==> src/rtl/four_bit_serial_loader.sv <==
// Serial-to-parallel front end for the 4-bit D register stage: collects a
// framed MSB-first word plus optional parity bit and delivers it with a load strobe.
module four_bit_serial_loader #(
    parameter logic PARITY_EN  = 1'b1,
    parameter logic ODD_PARITY = 1'b0
) (
    input  logic       clk,
    input  logic       rst,
    input  logic       start,
    input  logic       serial_in,
    output logic [3:0] d_out,
    output logic       load,
    output logic       busy,
    output logic       parity_err
);

    typedef enum logic [1:0] {
        IDLE   = 2'b00,
        SHIFT  = 2'b01,
        PARITY = 2'b10
    } state_t;

    state_t     state_r, state_s;
    logic [2:0] cnt_r, cnt_s;
    logic [3:0] shreg_r, shreg_s;
    logic [3:0] d_out_r, d_out_s;
    logic       load_r, load_s;
    logic       busy_r;
    logic       perr_r, perr_s;

    // High when the data ones plus the parity bit do not match the selected parity sense.
    function automatic logic parity_fail(input logic [3:0] data, input logic pbit, input logic odd);
        return (((^data) ^ pbit) != odd);
    endfunction

    // Next-state, shift/count and delivery decisions.
    always_comb begin
        state_s = state_r;
        cnt_s   = cnt_r;
        shreg_s = shreg_r;
        d_out_s = d_out_r;
        load_s  = 1'b0;
        perr_s  = perr_r;
        case (state_r)
            IDLE: begin
                if (start) begin
                    state_s = SHIFT;
                    cnt_s   = 3'd0;
                end else begin
                    state_s = IDLE;
                end
            end
            SHIFT: begin
                shreg_s = {shreg_r[2:0], serial_in};
                cnt_s   = (cnt_r >= 3'd4) ? 3'd4 : (cnt_r + 3'd1);
                // cnt_r == 3 means this edge samples the fourth data bit
                if (cnt_r >= 3'd3) begin
                    if (PARITY_EN) begin
                        state_s = PARITY;
                    end else begin
                        state_s = IDLE;
                        d_out_s = {shreg_r[2:0], serial_in};
                        load_s  = 1'b1;
                        perr_s  = 1'b0;
                    end
                end else begin
                    state_s = SHIFT;
                end
            end
            PARITY: begin
                state_s = IDLE;
                d_out_s = shreg_r;
                load_s  = 1'b1;
                perr_s  = parity_fail(shreg_r, serial_in, ODD_PARITY);
            end
            default: begin
                state_s = IDLE;
            end
        endcase
    end

    // State and output registers with synchronous active-low reset.
    always_ff @(posedge clk) begin
        if (!rst) begin
            state_r <= IDLE;
            cnt_r   <= 3'd0;
            shreg_r <= 4'b0000;
            d_out_r <= 4'b0000;
            load_r  <= 1'b0;
            busy_r  <= 1'b0;
            perr_r  <= 1'b0;
        end else begin
            state_r <= state_s;
            cnt_r   <= cnt_s;
            shreg_r <= shreg_s;
            d_out_r <= d_out_s;
            load_r  <= load_s;
            busy_r  <= (state_s != IDLE);
            perr_r  <= perr_s;
        end
    end

    assign d_out      = d_out_r;
    assign load       = load_r;
    assign busy       = busy_r;
    assign parity_err = perr_r;

endmodule

==> config.mk <==
export PLATFORM = sky130hd
export DESIGN_NAME = four_bit_serial_loader
export DESIGN_NICKNAME = d
export VERILOG_FILES = /design/src/rtl/four_bit_serial_loader.sv
export SDC_FILE = /design/constraint.sdc
export NUM_CORES = 1
export LEC_CHECK = 0
export BUFFER_PORTS_ARGS = -buffer_cell sky130_fd_sc_hd__buf_4
export CELL_PAD_IN_SITES_DETAIL_PLACEMENT = 0
export CELL_PAD_IN_SITES_GLOBAL_PLACEMENT = 2
export CORE_MARGIN = 2
export CORE_UTILIZATION = 34
export CTS_BUF_LIST = sky130_fd_sc_hd__clkbuf_8 sky130_fd_sc_hd__clkbuf_16
export CTS_CLUSTER_DIAMETER = 60
export DETAILED_ROUTE_END_ITERATION = 12
export PLACE_DENSITY = 0.82
export SLEW_MARGIN = 20
export SYNTH_ARGS = -nofsm -noshare
export SYNTH_HDL_FRONTEND = slang
export SYNTH_SLANG_ARGS = --single-unit
export TNS_END_PERCENT = 10
==> constraint.sdc <==
create_clock -name clk -period 3.6 [get_ports clk]
set_clock_uncertainty 0.1 [all_clocks]
set_input_delay 0.72 -clock clk [delete_from_list [all_inputs] [get_ports clk]]
set_output_delay 0.72 -clock clk [all_outputs]
set_load 0.02 [all_outputs]
# ---- Word-level counts from Yosys, hierarchy flattened
# Index checks and enable logic that the tools add are counted.
dict set report word_totals {
  regBits 16
  inputBits 4
  out_inout_bits 7
  elab_cells 26
}
dict set report op_classes {
  add_sub_neg 1
  order_cmp 2
  eq_ne 3
  muxes 7
  bitwise 1
  reduce_logical 5
}
# op n
set ops {}
lappend ops {{$mux 3} 2}
lappend ops {{$pmux 3 s2} 1}
lappend ops {{$pmux 2 s2} 1}
lappend ops {{$reduce_bool 2->1} 2}
lappend ops {{$reduce_xor 4->1} 1}
lappend ops {{$add 3x1->3 const B} 1}
lappend ops {{$ge 3x2->1 const B} 1}
lappend ops {{$ge 3x3->1 const B} 1}
lappend ops {{$eq 2x1->1 const B} 1}
lappend ops {{$eq 2x2->1 const B} 1}
lappend ops {{$logic_not 2->1} 1}
lappend ops {{$mux 1} 2}
lappend ops {{$mux 2} 1}
lappend ops {{$ne 2x2->1 const B} 1}
lappend ops {{$reduce_and 2->1} 1}
lappend ops {{$xor 1x1->1} 1}

# ---- Longest topological paths before layout
# Gate-level depths: netlist of run 1.
dict set report depth {
  word_depth 4
  ltp_mapped 4
  mapped_depth_nobuf 4
}

# ---- Worst setup path before layout of run 1
# OpenSTA, ideal clock, no wires.
dict set report synth_path {
  path_kind {input to register}
  start {in serial_in}
  end {reg perr_r, in the netlist parity_err}
  setup_ns 0.073
  arrival_ns 1.287
  setup_slack_ns 2.140
  path_stages 3
  n_path_buf 0
  path_cell_list {xor2_1 > or3_1 > o211ai_2}
}
dict set report synth_between {
  elab_chain_cells 1
}
# element line_no
set synth_rtl {}
lappend synth_rtl {{start, declared} 10} ;# input logic serial_in,
lappend synth_rtl {{$xor 1x1->1} 33} ;# return (((^data) ^ pbit) != odd);
lappend synth_rtl {{end signal, assigned} 99} ;# perr_r <= perr_s;
lappend synth_rtl {{end, declared} 29} ;# logic perr_r, perr_s;
# Every way passes these cells.
# A chain may end at the register's enable or synchronous reset.

# ---- Worst setup path in the final report of run 1
dict set report layout_path {
  start {reg perr_r, in the netlist parity_err}
  end {out parity_err}
}
# element line_no
set layout_rtl {}
lappend layout_rtl {{end, declared} 14} ;# output logic parity_err
# No word-level cell between the ends.

==> results of run 1 <==
power breakdown:
group	internal, mW	switching, mW	leakage [nW]
combinational	0.0102	0.0114	0.176
sequential	0.181	0.00393	0.130
clock	0.0739	0.0541	0.0216
worst min-delay path by stage:
stage	from	end
6_report	d_out[3]	d_out[3]
5_1_grt	d_out[1]	d_out[1]
4_1_cts	d_out[3]	d_out[3]
3_5_place_dp	d_out[3]	d_out[3]
3_3_place_gp	d_out[3]	d_out[3]
2_1_floorplan	shreg_r[3]	d_out[3]
cell usage after synthesis, drive strengths merged:
| library cell | instances | share of area, % |
|---|---|---|
| ha | 1 | 2.0 |
| a211o | 1 | 1.4 |
| a32oi | 1 | 1.4 |
| xnor3 | 1 | 3.6 |
| inv | 3 | 1.8 |
| nand3 | 1 | 0.79 |
| or3 | 1 | 0.99 |
| and3 | 1 | 0.99 |
| o21ai | 2 | 1.6 |
| mux2i | 4 | 6.3 |
| nand2 | 8 | 4.8 |
| o211ai | 1 | 2.0 |
| nand4 | 1 | 0.99 |
| and2b | 1 | 1.2 |
| nor2 | 8 | 4.8 |
| nand2b | 1 | 1.4 |
| nor4b | 1 | 1.4 |
| xor2 | 1 | 1.4 |
| o21bai | 1 | 1.2 |
| a21oi | 6 | 4.8 |
| dfxtp | 16 | 51 |
| a211oi | 1 | 1.2 |
| buf | 2 | 1.4 |
| nor2b | 2 | 2.0 |
metrics by stage:
stage | total power [mW] | area, um^2
CTS | 0.340 | 769
global placement | 0.211 | 728
detailed placement | 0.211 | 728
finish | 0.335 | 769
global route | 0.352 | 769
floorplan | 0.204 | 631
layer usage:
| metal | up-vias | GRT usage [%] | routed length (um) |
|---|---|---|---|
| li1 | 246 | - | - |
| met1 | 217 | 15.2 | 552 |
| met2 | 7 | 17.0 | 506 |
| met3 | 2 | 3.46 | 35 |
| met4 | 0 | 6.67 | 8 |
| met5 | - | 0 | 0 |
cells by family after synthesis:
family	count (synthesis)	share of synthesized area, %
AOI/OAI and AO/OA	13	13.5
xor gates and xnor gates	2	4.96
adders and majority gates	1	1.98
buffers and inverters	5	3.17
DFF	16	50.8
muxes	4	6.35
and+or+nand+nor	25	19.2
state kept, by name, indices dropped and copies added (netlist names):
name / count
d_out: 4
shreg_r: 4
cnt_r: 3
state_r: 2
busy: 1
load: 1
parity_err: 1
cell usage in the layout (no fill, tap or decap), types with 2 or more instances in the layout:
cell type	instances
inv_1	3
buf_4	10
o21ai_0	2
mux2i_1	4
nor2b_1	2
dfxtp_1	16
a21oi_1	6
clkbuf_8	3
nor2_1	8
nand2_1	8
layout make-up:
cell class,count,area [um^2]
clock buffers,3,41.3
fillers,189,957
inverters,3,11.3
multi-input cells,45,290
flip-flops and latches,16,320
well taps,25,31.3
repair buffers,10,75.1
==> metrics.cfg, run 1 <==
[outcome]
status=finished, final reports clean

[place]
place_congestion=0.645
dp_hpwl_um=805
place_ws_ns=1.83
dp.cells=99
portBuffers=10

[yosys]
ys_ff_latch=16
synth_fp_nets=71
ys_warn_count=0
netlist_area_um2=631
syn_inst=66
synth_seq_area_share_pct=50.8
ys_types=25
synth_area_per_cell_um2=9.55

[grt]
track_usage_pct=11.6
grt_pass1_vias=411
antenna_found_initial=0
grt_max_degree=16
overflow=0
grt_pass1_wl_um=1780

[clocking]
cts-root-buf=clkbuf_8
cts_resized=0
cts-buffers-inserted=3
clk_latency_ns=0.24
cts_setup_buffers=0
clock_path_buffers=2
cts_hold_buf=0
cts_htree_levels=1
clkTransAtPathRegs_ns=0.06
clock-sinks=16
cts_tree=done

[finish]
area_delta_synth_final_pct=22.0
layoutNonFillerInstCount=102
drive_above_1_share_pct=19.5
layout.nets=84
final_util_pct=44.6
antenna_cells=0

[setup_path]
worstPathMaxFanout=2
r2r_cells=3
r2r-start=state_r[0]
critical_path_depth=1
required_ns=2.78
crit_path_max_incr_delay_ns=0.33
critPathCapture=parity_err
path_cells=buf_4
arrival_ns=0.72
crit_path_start=parity_err
r2r-end=shreg_r[2]
rrSetupSlack_ns=2.17
endpoint_kind=output pin
crit_family=flip-flops
startpoint_type=register
slowest_stage=dfxtp_1
cp_num_buf_inv=1
crit_type=register to output pin

[sta]
timing.hold.ws_ns=0.353
slew_headroom_pct=62.4
fin_crit_sh_pct=42.7
finalMaxSlewViolations=0
max_freq_ghz=0.650
rsz0062_at_grt=no
fin_ws_ns=2.06
tns_ns=0
finalSetupViolations=0
worst_slew_pin_slew_ns=0.563
hold_violations=0
post-route-min-period_ns=1.54

[power_and_ir_drop]
power.density_nw_per_um2=435
p_leak_nw=0.327
vdd_drop_max_mv=0.238

[drt]
antenna_left=0
wl_per_cell_um=10.8
drtIter0Drc=8
vias=472
drc_errors=0
vias_per_cell=4.63
drt_wl_total_um=1100
firstDrtPassIters=2

[die]
die-area_um2=2220
rows=15
die_h_um=47.1
coreArea_um2=1730
ios=11
fp.dieW_um=47.1
start_util_pct=36.5

[flow_run]
max-cap-violations=0

[min_path]
worstHoldPathType=register to register
whs_path_depth=2

No activity file was read; power rests on OpenSTA's default activity.
==> run 2: changes to the inputs <==
Settings changed: CORE_UTILIZATION 34 to 28, PLACE_DENSITY 0.82 to 0.73.
Clock period 3.6 ns to 1.37 ns, I/O delays scaled along.
==> run 2 against run 1 <==
Cell count rose by 7.8%. Final area rose by 6.2%. Non-clock buffer count rose by 4. Setup slack got worse by 1.9 ns. Largest power group unchanged. Sequential cell count did not move. Power rose to 2.9 times the previous value. Wire length rose by 1.9%.
==> metrics.cfg, run 2 (same netlist as run 1, synthesis figures left out) <==
[finish]
drive_above_1_share_pct=24.4
final_util_pct=37.7
nFillCells=237
area_delta_synth_final_pct=29.6
layout.nets=88
mostFrequentLayoutCell=dfxtp_1
antenna_cells=0
mostFrequentLayoutCells=dfxtp_1 (16), buf_4 (14), nand2_1 (8), nor2_1 (8), a21oi_1 (6)

[drt]
drc_errors=0
vias=472
firstDrtPassIters=3
wl_per_cell_um=10.2
drt_wl_total_um=1120
vias_per_cell=4.29
antenna_left=0
drtIter0Drc=2

[sta]
max_freq_ghz=0.796
finalSetupViolations=0
fin_crit_sh_pct=91.7
post-route-min-period_ns=1.26
slew_headroom_pct=79.1
rsz0062_at_grt=no
hold_violations=0
tns_ns=0
worst_slew_pin_slew_ns=0.313
timing.hold.ws_ns=0.173
finalMaxSlewViolations=0

[setup_path]
rrSetupSlack_ns=0.11
endpoint_kind=register
arrival_ns=1.32
r2r_cells=3
worstPathMaxFanout=4
required_ns=1.44
startpoint_type=register
crit_type=register to register

[grt]
antenna_found_initial=0
grt_pass1_wl_um=1910
track_usage_pct=10.3
grt_max_degree=15
overflow=0
grt_pass1_vias=440

[clocking]
cts_resized=0
clock_path_buffers=2
cts_htree_levels=1
cts-buffers-inserted=3
clock-sinks=16
clkTransAtPathRegs_ns=0.07
cts_hold_buf=0
clk_latency_ns=0.25
cts_tree=done
cts-root-buf=clkbuf_8
cts_setup_buffers=0

[outcome]
status=finished, final reports clean

[die]
start_util_pct=29.1
die-area_um2=2650
die_h_um=51.5
coreArea_um2=2170
fp.dieW_um=51.5
ios=11
rows=17

[power_and_ir_drop]
p_leak_nw=0.354
vdd_drop_max_mv=0.440
power.density_nw_per_um2=1190

[flow_run]
max-cap-violations=0

[place]
portBuffers=10
place_congestion=0.663
dp_hpwl_um=807

[min_path]
worstHoldPathType=input port to register
whs_path_depth=2

==> run 2: per-layer routing <==
metal  part of all wire [%]  global-route usage (%)  vias to the layer above
met2                     42                    13.7                        9
met1                     50                    13.3                      202
met5                      0                       0                        -
met4                    3.8                    9.21                        0
li1                       -                       -                      256
met3                    4.2                    2.63                        5
==> run 2: cell type report <==
type | count | area [um^2] | area share (%)
clock buffer | 4 | 55.1 | 6.74
sequential | 16 | 320 | 39.2
inverter | 3 | 11.3 | 1.38
tap | 28 | 35.0 | 4.29
multi-input combinational | 45 | 290 | 35.5
timing repair buffer | 14 | 105 | 12.9
==> run 2: stage by stage <==
stage	cell area, um^2	std cells	setup WS (ns)	total power [mW]
after floorplan	631	66	0.180	0.535
after global placement	762	106	0.149	0.563
after detailed placement	762	106	0.133	0.563
after CTS	817	110	0.120	0.984
after global routing	817	110	0.0599	1.01
final	817	110	0.114	0.970
==> run 2: worst max-delay path: stages, from the launching register on <==
cell and delay (ns):
dfxtp_1 0.34, ha_1 0.21, a211o_1 0.28, a211oi_1 0.24
==> run 2: report_power, final <==
part	switching (mW)	leakage (nW)	internal [mW]	total [mW]
Clock	0.164	0.0288	0.255	0.419
Sequential	0.0106	0.130	0.476	0.487
Combinational	0.0307	0.195	0.0337	0.0644
Total	0.205	0.354	0.765	0.970
==> run 2: path summary, 6_finish.rpt <==
| check | startpoint | to |
|---|---|---|
| worst max-delay path | cnt_r[0] | state_r[0] |
| worst min register to register | d_out[2] | d_out[2] |
| worst min-delay path | rst | state_r[1] |
| worst max register to register | cnt_r[0] | state_r[0] |
==> run 3: changes to the inputs <==
Settings changed: CORE_MARGIN 2 to 5.
==> run 3 against run 2 <==
Register-to-register slack gained 0.04 ns. Critical path depth is the same. Maximum frequency grew 3.2%. Highest routed layer unchanged.
==> metrics.cfg, run 3 (same netlist as run 1, synthesis figures left out) <==
[clocking]
clk_latency_ns=0.24
clock-sinks=16
cts_hold_buf=0
cts_htree_levels=1
cts_setup_buffers=0
clkTransAtPathRegs_ns=0.06
cts-root-buf=clkbuf_8
clock_path_buffers=2
cts-buffers-inserted=3
cts_resized=0
cts_tree=done

[sta]
post-route-min-period_ns=1.22
rsz0062_at_grt=no
fin_crit_sh_pct=88.9
worst_slew_pin_slew_ns=0.314
slew_headroom_pct=79.0
tns_ns=0
finalSetupViolations=0
finalMaxSlewViolations=0
hold_violations=0
max_freq_ghz=0.821

[drt]
firstDrtPassIters=2
antenna_left=0
drtIter0Drc=7
wl_per_cell_um=10.4
vias_per_cell=4.55
vias=496
drt_wl_total_um=1130
drc_errors=0

[finish]
layout.nets=88
area_delta_synth_final_pct=27.4
mostFrequentLayoutCells=dfxtp_1 (16), buf_4 (14), nand2_1 (8), nor2_1 (8), a21oi_1 (6)
multi_input_area_um2=290
nFillCells=225
drive_above_1_share_pct=23.5
antenna_cells=0
layoutNonFillerInstCount=109
mostFrequentLayoutCell=dfxtp_1
seq_area_um2=320

[setup_path]
critical_path_depth=3
cp_num_buf_inv=0
worstPathMaxFanout=4
r2r-start=cnt_r[0]
path_cells=ha_1 -> a211o_1 -> a211oi_1
crit_path_max_incr_delay_ns=0.33
r2r-end=state_r[0]
slowest_stage=dfxtp_1
r2r_cells=3
crit_path_start=cnt_r[0]
startpoint_type=register
endpoint_kind=register
arrival_ns=1.28
crit_type=register to register
rrSetupSlack_ns=0.15
crit_family=compound AO/OA/AOI/OAI gates
critPathCapture=state_r[0]
required_ns=1.43

[place]
place_congestion=0.744
dp.cells=106
portBuffers=10
dp_hpwl_um=871

[power_and_ir_drop]
p_sw_share_pct=20.7
p_seq_share_pct=54.8
p_int_uw=704
p_sw_uw=184
comb_power_share_pct=7.3
p_leak_nw=0.346
power.density_nw_per_um2=1110
clkPwrFrac_pct=37.9
vdd_drop_max_mv=0.331

[grt]
overflow=0
grt_max_degree=15
grt_pass1_vias=442
track_usage_pct=7.59
antenna_found_initial=0
grt_pass1_wl_um=1890

[outcome]
status=finished, final reports clean

[die]
coreArea_um2=2190
ios=11
die_h_um=57.5
start_util_pct=28.8
die-area_um2=3300
rows=17
fp.dieW_um=57.5

[flow_run]
max-cap-violations=0

[min_path]
worstHoldPathType=input port to register

[run 3: cell count changes in the layout (fill, tap and decap cells not counted)]
cell,change
clkbuf_8,-1
[run 3: worst min path at each step]
stage                   start         end  slack (ns)  cells after the start
finish              serial_in  shreg_r[0]        0.19                      3
global route              rst  state_r[1]        0.21                      2
CTS                 serial_in  shreg_r[0]        0.19                      3
detailed placement   d_out[0]    d_out[0]        0.35                      2
global placement     d_out[1]    d_out[1]        0.34                      2
floorplan                 rst  state_r[1]        0.32                      1
[run 3: cell type report]
type | count | share of cell area, %
Tap cell | 28 | 4.36
Timing Repair Buffer | 14 | 13.1
Clock buffer | 3 | 5.14
Sequential cell | 16 | 39.9
Multi-Input combinational cell | 45 | 36.1
Inverter | 3 | 1.40
[run 3: power by group through the flow]
stage / clock [mW] / sequential [mW] / combinational (mW)
floorplan: 0 / 0.498 / 0.0376
global placement: 0 / 0.497 / 0.0666
detailed placement: 0 / 0.497 / 0.0660
CTS: 0.354 / 0.487 / 0.0663
global route: 0.374 / 0.488 / 0.0712
finish: 0.336 / 0.487 / 0.0651
[run 3: through the flow]
stage,cell area (um^2),setup WS (ns),util (%),hold WS [ns],power (mW)
5_1_grt,803,0.0508,36.7,0.206,0.934
3_5_place_dp,762,0.157,34.8,0.347,0.563
2_1_floorplan,631,0.180,-,0.320,0.535
4_1_cts,803,0.146,36.7,0.190,0.907
6_report,803,0.153,36.7,0.193,0.888
3_3_place_gp,762,0.140,34.8,0.343,0.564
[run 3: per-layer routing]
metal	up-vias	part of all wire (%)	global-route usage, %	routed length, um
met5	-	0	0	0
met4	0	1.9	6.95	22
met3	2	4.9	1.58	55
met2	7	44	10.2	499
met1	231	49	9.93	555
li1	256	-	-	-
[run 3: worst reg2reg max path: cells and delay by family, from the launching register on]
family | cells | cell delay (ns)
AO/OA/AOI/OAI | 2 | 0.49
adder cells (fa/ha/maj) | 1 | 0.21
flip-flops | 1 | 0.33
